**src/rtl/bar_scheduler.sv**
```systemverilog
// Double-buffered spectrum bar renderer: a writer fills the back height bank, banks swap at
// vertical blank start, and a two-stage pixel pipeline lights bars from the front bank.
module bar_scheduler #(
   parameter int BARS  = 32,
   parameter int BAR_W = 25,
   parameter int H_ACT = 800,
   parameter int V_ACT = 600
) (
   input  logic        i_clock,
   input  logic        i_reset,
   input  logic [10:0] i_xpos,
   input  logic [10:0] i_ypos,
   input  logic        i_disp_active,
   input  logic        i_wr_valid,
   output logic        o_wr_ready,
   input  logic [4:0]  i_wr_bin,
   input  logic [9:0]  i_wr_height,
   input  logic        i_wr_last,
   output logic        o_bar_on,
   output logic        o_active_out,
   output logic        o_swapped
);

   localparam int IDX_W = (BARS > 1) ? $clog2(BARS) : 1;
   localparam int SUB_W = (BAR_W > 1) ? $clog2(BAR_W) : 1;
   localparam logic [9:0] HMAX = 10'(V_ACT);
   localparam logic [SUB_W-1:0] SUB_LAST = SUB_W'(BAR_W - 1);

   typedef enum logic [1:0] {StFill, StPending, StSwap} state_e;

   state_e            r_state;
   state_e            w_state_d;
   logic              r_bank_sel;
   logic [9:0]        r_bank [2][BARS];
   logic              w_accept;
   logic              w_blank;
   logic              w_bin_ok;
   logic [9:0]        w_wr_h;

   logic [SUB_W-1:0]  r_sub;
   logic [10:0]       r_bin;
   logic              r_act1;
   logic [10:0]       r_y1;
   logic              r_act2;
   logic              r_bar_on;
   logic              w_bin_in;
   logic [9:0]        w_front_h;
   logic [10:0]       w_row;
   logic              w_on;

   assign o_wr_ready   = (r_state == StFill) & ~i_reset;
   assign o_swapped    = (r_state == StSwap) & ~i_reset;
   assign o_bar_on     = r_bar_on;
   assign o_active_out = r_act2;

   assign w_accept = i_wr_valid & o_wr_ready;
   assign w_blank  = (i_xpos == 11'd0) && (i_ypos == 11'(V_ACT));
   assign w_bin_ok = {27'd0, i_wr_bin} < 32'(BARS);
   assign w_wr_h   = (i_wr_height > HMAX) ? HMAX : i_wr_height;

   always_comb begin
      w_state_d = r_state;
      case (r_state)
         StFill:    if (w_accept && i_wr_last) w_state_d = StPending;
         StPending: if (w_blank) w_state_d = StSwap;
         StSwap:    w_state_d = StFill;
         default:   w_state_d = StFill;
      endcase
   end

   always_ff @(posedge i_clock) begin
      if (i_reset) begin
         r_state    <= StFill;
         r_bank_sel <= 1'b0;
      end else begin
         r_state <= w_state_d;
         if (r_state == StSwap) r_bank_sel <= ~r_bank_sel;
      end
   end

   // Writer only ever touches the back bank, so display reads stay frame-coherent.
   always_ff @(posedge i_clock) begin
      if (i_reset) begin
         for (int b = 0; b < BARS; b++) begin
            r_bank[0][b] <= '0;
            r_bank[1][b] <= '0;
         end
      end else if (w_accept && w_bin_ok) begin
         r_bank[~r_bank_sel][IDX_W'(i_wr_bin)] <= w_wr_h;
      end
   end

   // Stage 1: bar/sub-column counters replace an x / BAR_W divider.
   always_ff @(posedge i_clock) begin
      if (i_reset) begin
         r_sub  <= '0;
         r_bin  <= '0;
         r_act1 <= 1'b0;
         r_y1   <= '0;
      end else begin
         r_act1 <= i_disp_active;
         r_y1   <= i_ypos;
         if (i_xpos == 11'd0) begin
            r_sub <= '0;
            r_bin <= '0;
         end else if (i_xpos < 11'(H_ACT)) begin
            if (r_sub == SUB_LAST) begin
               r_sub <= '0;
               r_bin <= r_bin + 11'd1;
            end else begin
               r_sub <= r_sub + SUB_W'(1);
            end
         end
      end
   end

   assign w_bin_in  = r_bin < 11'(BARS);
   assign w_front_h = w_bin_in ? r_bank[r_bank_sel][IDX_W'(r_bin)] : '0;
   // Wraps to a large value below the active area, which never compares lit.
   assign w_row     = 11'(V_ACT - 1) - r_y1;
   assign w_on      = r_act1 && w_bin_in && (r_sub != SUB_LAST) && (w_row < {1'b0, w_front_h});

   always_ff @(posedge i_clock) begin
      if (i_reset) begin
         r_act2   <= 1'b0;
         r_bar_on <= 1'b0;
      end else begin
         r_act2   <= r_act1;
         r_bar_on <= w_on;
      end
   end

endmodule

```
**config.mk**
```make
export PLATFORM = sky130hd
export DESIGN_NAME = bar_scheduler
export DESIGN_NICKNAME = d
export VERILOG_FILES = /design/src/rtl/bar_scheduler.sv
export SDC_FILE = /design/constraint.sdc
export NUM_CORES = 1
export LEC_CHECK = 0
export ABC_AREA = 1
export CAP_MARGIN = 40
export CORE_MARGIN = 5
export CORE_UTILIZATION = 45
export CTS_CLUSTER_DIAMETER = 200
export DETAILED_ROUTE_END_ITERATION = 6
export HOLD_SLACK_MARGIN = 0.06
export PLACE_DENSITY = 0.72
export SYNTH_ARGS = -nofsm -noshare
export SYNTH_HDL_FRONTEND = slang
export SYNTH_SLANG_ARGS = --single-unit
```
**constraint.sdc**
```tcl
create_clock -name i_clock -period 3.1 [get_ports i_clock]
set_input_delay 0.775 -clock i_clock [delete_from_list [all_inputs] [get_ports i_clock]]
set_output_delay 0.775 -clock i_clock [all_outputs]
set_load 0.05 [all_outputs]
```
==> run_results.csv <==
group,metric,value,unit
outcome,outcome,"completed",
critical_path,worst-path-buf-inv,1,
sta,period_minus_slack,2990,ps
power,total_power,18.7,mW
sta,finalHoldViolCount,0,
sta,setup_viol,0,
final_layout,syn2layout_area_growth,15.3,%
hold_path,holdPathStages,2,
synthesis,postSynth.asyncResetShare,0,
synthesis,synth_top_family_by_area,"simple AND/OR/NAND/NOR gates",
route,vias,23600,
placement,dpl_worst_slack,31.3,ps
synthesis,synth-simple-area-share,0.183,
sta,slew_headroom,0.456,
run,maxCapViolCount,0,
global_route,grt_pass1_wl,135000,um
sta,rsz0062_at_grt,"false",
sta,fin_skew,35.2,ps
synthesis,synth_area,30200,um2
synthesis,synth_top_cell_by_area,"edfxtp_1",
floorplan,die_height,269,um
synthesis,synth_cell_types,35,
critical_path,path_common_cell,"nand3_1",
clocking,cts_root_buffer,"clkbuf_16",
hold_path,hold_end,"o_active_out",
final_layout,finalNonFillerCells,3929,
clocking,cts-buffers-inserted,61,
synthesis,yosysWarnings,0,
synthesis,synth.mux.area_fraction,0,
clocking,htreeDepth,2,
final_layout,final_cell_mix,"nor2_1 (1004), edfxtp_1 (640), o21ai_0 (325), nand2_1 (195), nand3_1 (161)",
final_layout,final_common_cell,"nor2_1",
global_route,antenna_found_initial,1,
floorplan,die_width,269,um
power,p_leak,12.7,nW
sta,worst_pin_slew,812,ps
synthesis,yosysSeqAreaShare,0.658,
route,wl_per_cell,23.0,um
route,drt_iter0_markers,3699,
sta,post-route-period-util,0.966,
power,vdd_ir_drop_max,433,uV
critical_path,cp-end-kind,"register",
sta,slew_viol_final,0,
route,first_pass_iters,6,
critical_path,critPathLaunchType,"register",
global_route,grt_usage,0.238,
synthesis,ys.flop_type,"edfxtp_1",
synthesis,synth_compound_area_frac,0.107,
final_layout,register_area,19900,um2
global_route,overflow,0,
synthesis,synth_fa_ha_area_frac,0.00538,
synthesis,synth_edf_count,640,
critical_path,critical_path.top_delay_family,"compound AO/OA/AOI/OAI gates",
sta,finalWorstSetupSlack,106,ps
placement,hpwlAfterDp,55700,um
placement,dp.cells,3814,
synthesis,synth_xor_area_frac,0.00174,
critical_path,rr_worst_depth,14,
synthesis,synth_nets,3026,
floorplan,ios,46,
critical_path,critical_path_required,3690,ps
hold_path,min_path_type,"reg2reg",
global_route,grt_max_degree,78,
critical_path,arrival,3580,ps
hold_path,min_from,"r_act1",
route,antenna_left,0,
route,wl,90500,um
clocking,hold_buffers,0,
floorplan,coreArea,66900,um2
critical_path,critPathKind,"reg2reg",
final_layout,nets,3061,
critical_path,worst-path-max-fanout,20,
placement,port_buffers,45,
synthesis,ys_ff_latch,674,
route,vias_per_cell,6.01,
clocking,cts_resized,0,
sta,whs,436,ps
synthesis,syn_avg_cell_area,10.2,um2
clocking,clockBufferDepth,3,
critical_path,slowest_stage,"dfxtp_4",
critical_path,r2r-end,"o_bar_on",
sta,max_clock_freq,334,MHz
final_layout,antenna_cells,0,
final_layout,multi_input_area,9070,um2
floorplan,num_rows,95,
clocking,clk_latency,660,ps
placement,place.gp.congestion,0.913,
synthesis,synth_area_leaders,"edfxtp_1 (64%), nor2_1 (12%), o21ai_0 (5.4%), o221ai_1 (2.9%), clkbuf_1 (2.7%)",
route,post-route-drc-count,0,
critical_path,slowest_delay,420,ps
critical_path,worstPathCellList,"buf_16 > o21ai_0 > o22ai_1 > nor2_1 > nor2_1 > o21ai_0 > nand3_1 > nand3_1 > nand2_1 > o21ai_1 > ha_1 > a2111oi_1 > nand3_1 > a21oi_1",
synthesis,synth_top_area_share,0.636,
final_layout,fillCellCount,5755,
critical_path,r2r_setup_slack,110,ps
clocking,cts.sinks,674,
global_route,grt_pass1_vias,22300,
clocking,path_clk_slew,70,ps
power,p_per_area,538,nW/um2
final_layout,drive_gt1_frac,0.103,
clocking,post-cts-setup-buffer-count,0,
synthesis,synthCells,2971,
clocking,cts_tree,"yes",
floorplan,die_area,72500,um2
floorplan,start_util,0.452,
[Yosys cell counts, types with 25 or more instances]
master / count
o211ai_1: 25
dfxtp_1: 34
nand2_1: 201
inv_1: 55
buf_2: 51
edfxtp_1: 640
o221ai_1: 101
clkbuf_1: 220
a21oi_1: 31
o22ai_1: 42
o21ai_0: 327
nand3_1: 161
nor2_1: 1005
[metrics by stage]
stage                     utilization  cell area [um2]  TNS [ps]
after detailed placement        0.491            32900         0
after global placement          0.491            32900     -4.15
after global routing            0.521            34900         0
final                           0.521            34900         0
after floorplan                     -            30200      -262
after CTS                       0.520            34800         0
[report_power, final]
group,internal [mW],switching [mW]
clock network,4.03,3.40
logic,0.275,0.680
registers,10.3,0.106
total,14.6,4.18
[cells by family after synthesis]
| group | Yosys count |
|---|---|
| buf+inv | 338 |
| simple gates | 1401 |
| fa+ha+maj | 13 |
| compound gates | 539 |
| xor+xnor | 6 |
| flops | 674 |
[registers in the layout, indices dropped and copies added, names as in the netlist, named ones only]
register	cells
o_active_out	1
o_bar_on	1
r_act1	1
r_bank	640
r_bank_sel	1
r_bin	11
r_state	2
r_sub	5
r_y1	11
[cell type report]
class                           instances  area share
Sequential cell                       674       0.571
Multi-Input combinational cell       1959       0.260
Timing Repair Buffer                  250      0.0758
Clock buffer                           75      0.0453
Tap cell                              873      0.0313
Clock inverter                         38     0.00912
Inverter                               60     0.00714
[worst max-delay path by stage]
| stage | start | endpoint | slack (ps) | cells after the start |
|---|---|---|---|---|
| CTS | r_bin[0] | o_bar_on | 50 | 11 |
| global route | register | o_bar_on | 3 | 14 |
| detailed placement | r_bin[0] | o_bar_on | 30 | 11 |
| global placement | register | o_bar_on | -4 | 11 |
| floorplan | i_reset | r_bank[0][200] | -1 | 8 |
| finish | register | o_bar_on | 110 | 14 |
[worst register-to-register path, stage by stage (launching register included)]
cell and delay [ps]:
dfxtp_4 420, buf_16 210, o21ai_0 300, o22ai_1 140
nor2_1 130, nor2_1 60, o21ai_0 120, nand3_1 190
nand3_1 170, nand2_1 70, o21ai_1 190, ha_1 300
a2111oi_1 410, nand3_1 120, a21oi_1 130
[per-layer routing]
metal	GRT usage	vias up	routed length, um
li1	-	10400	-
met1	0.333	11400	34900
met2	0.369	1516	41100
met3	0.0469	248	10400
met4	0.0950	2	4100
met5	0	-	13
No activity file was read; power rests on OpenSTA's default activity.
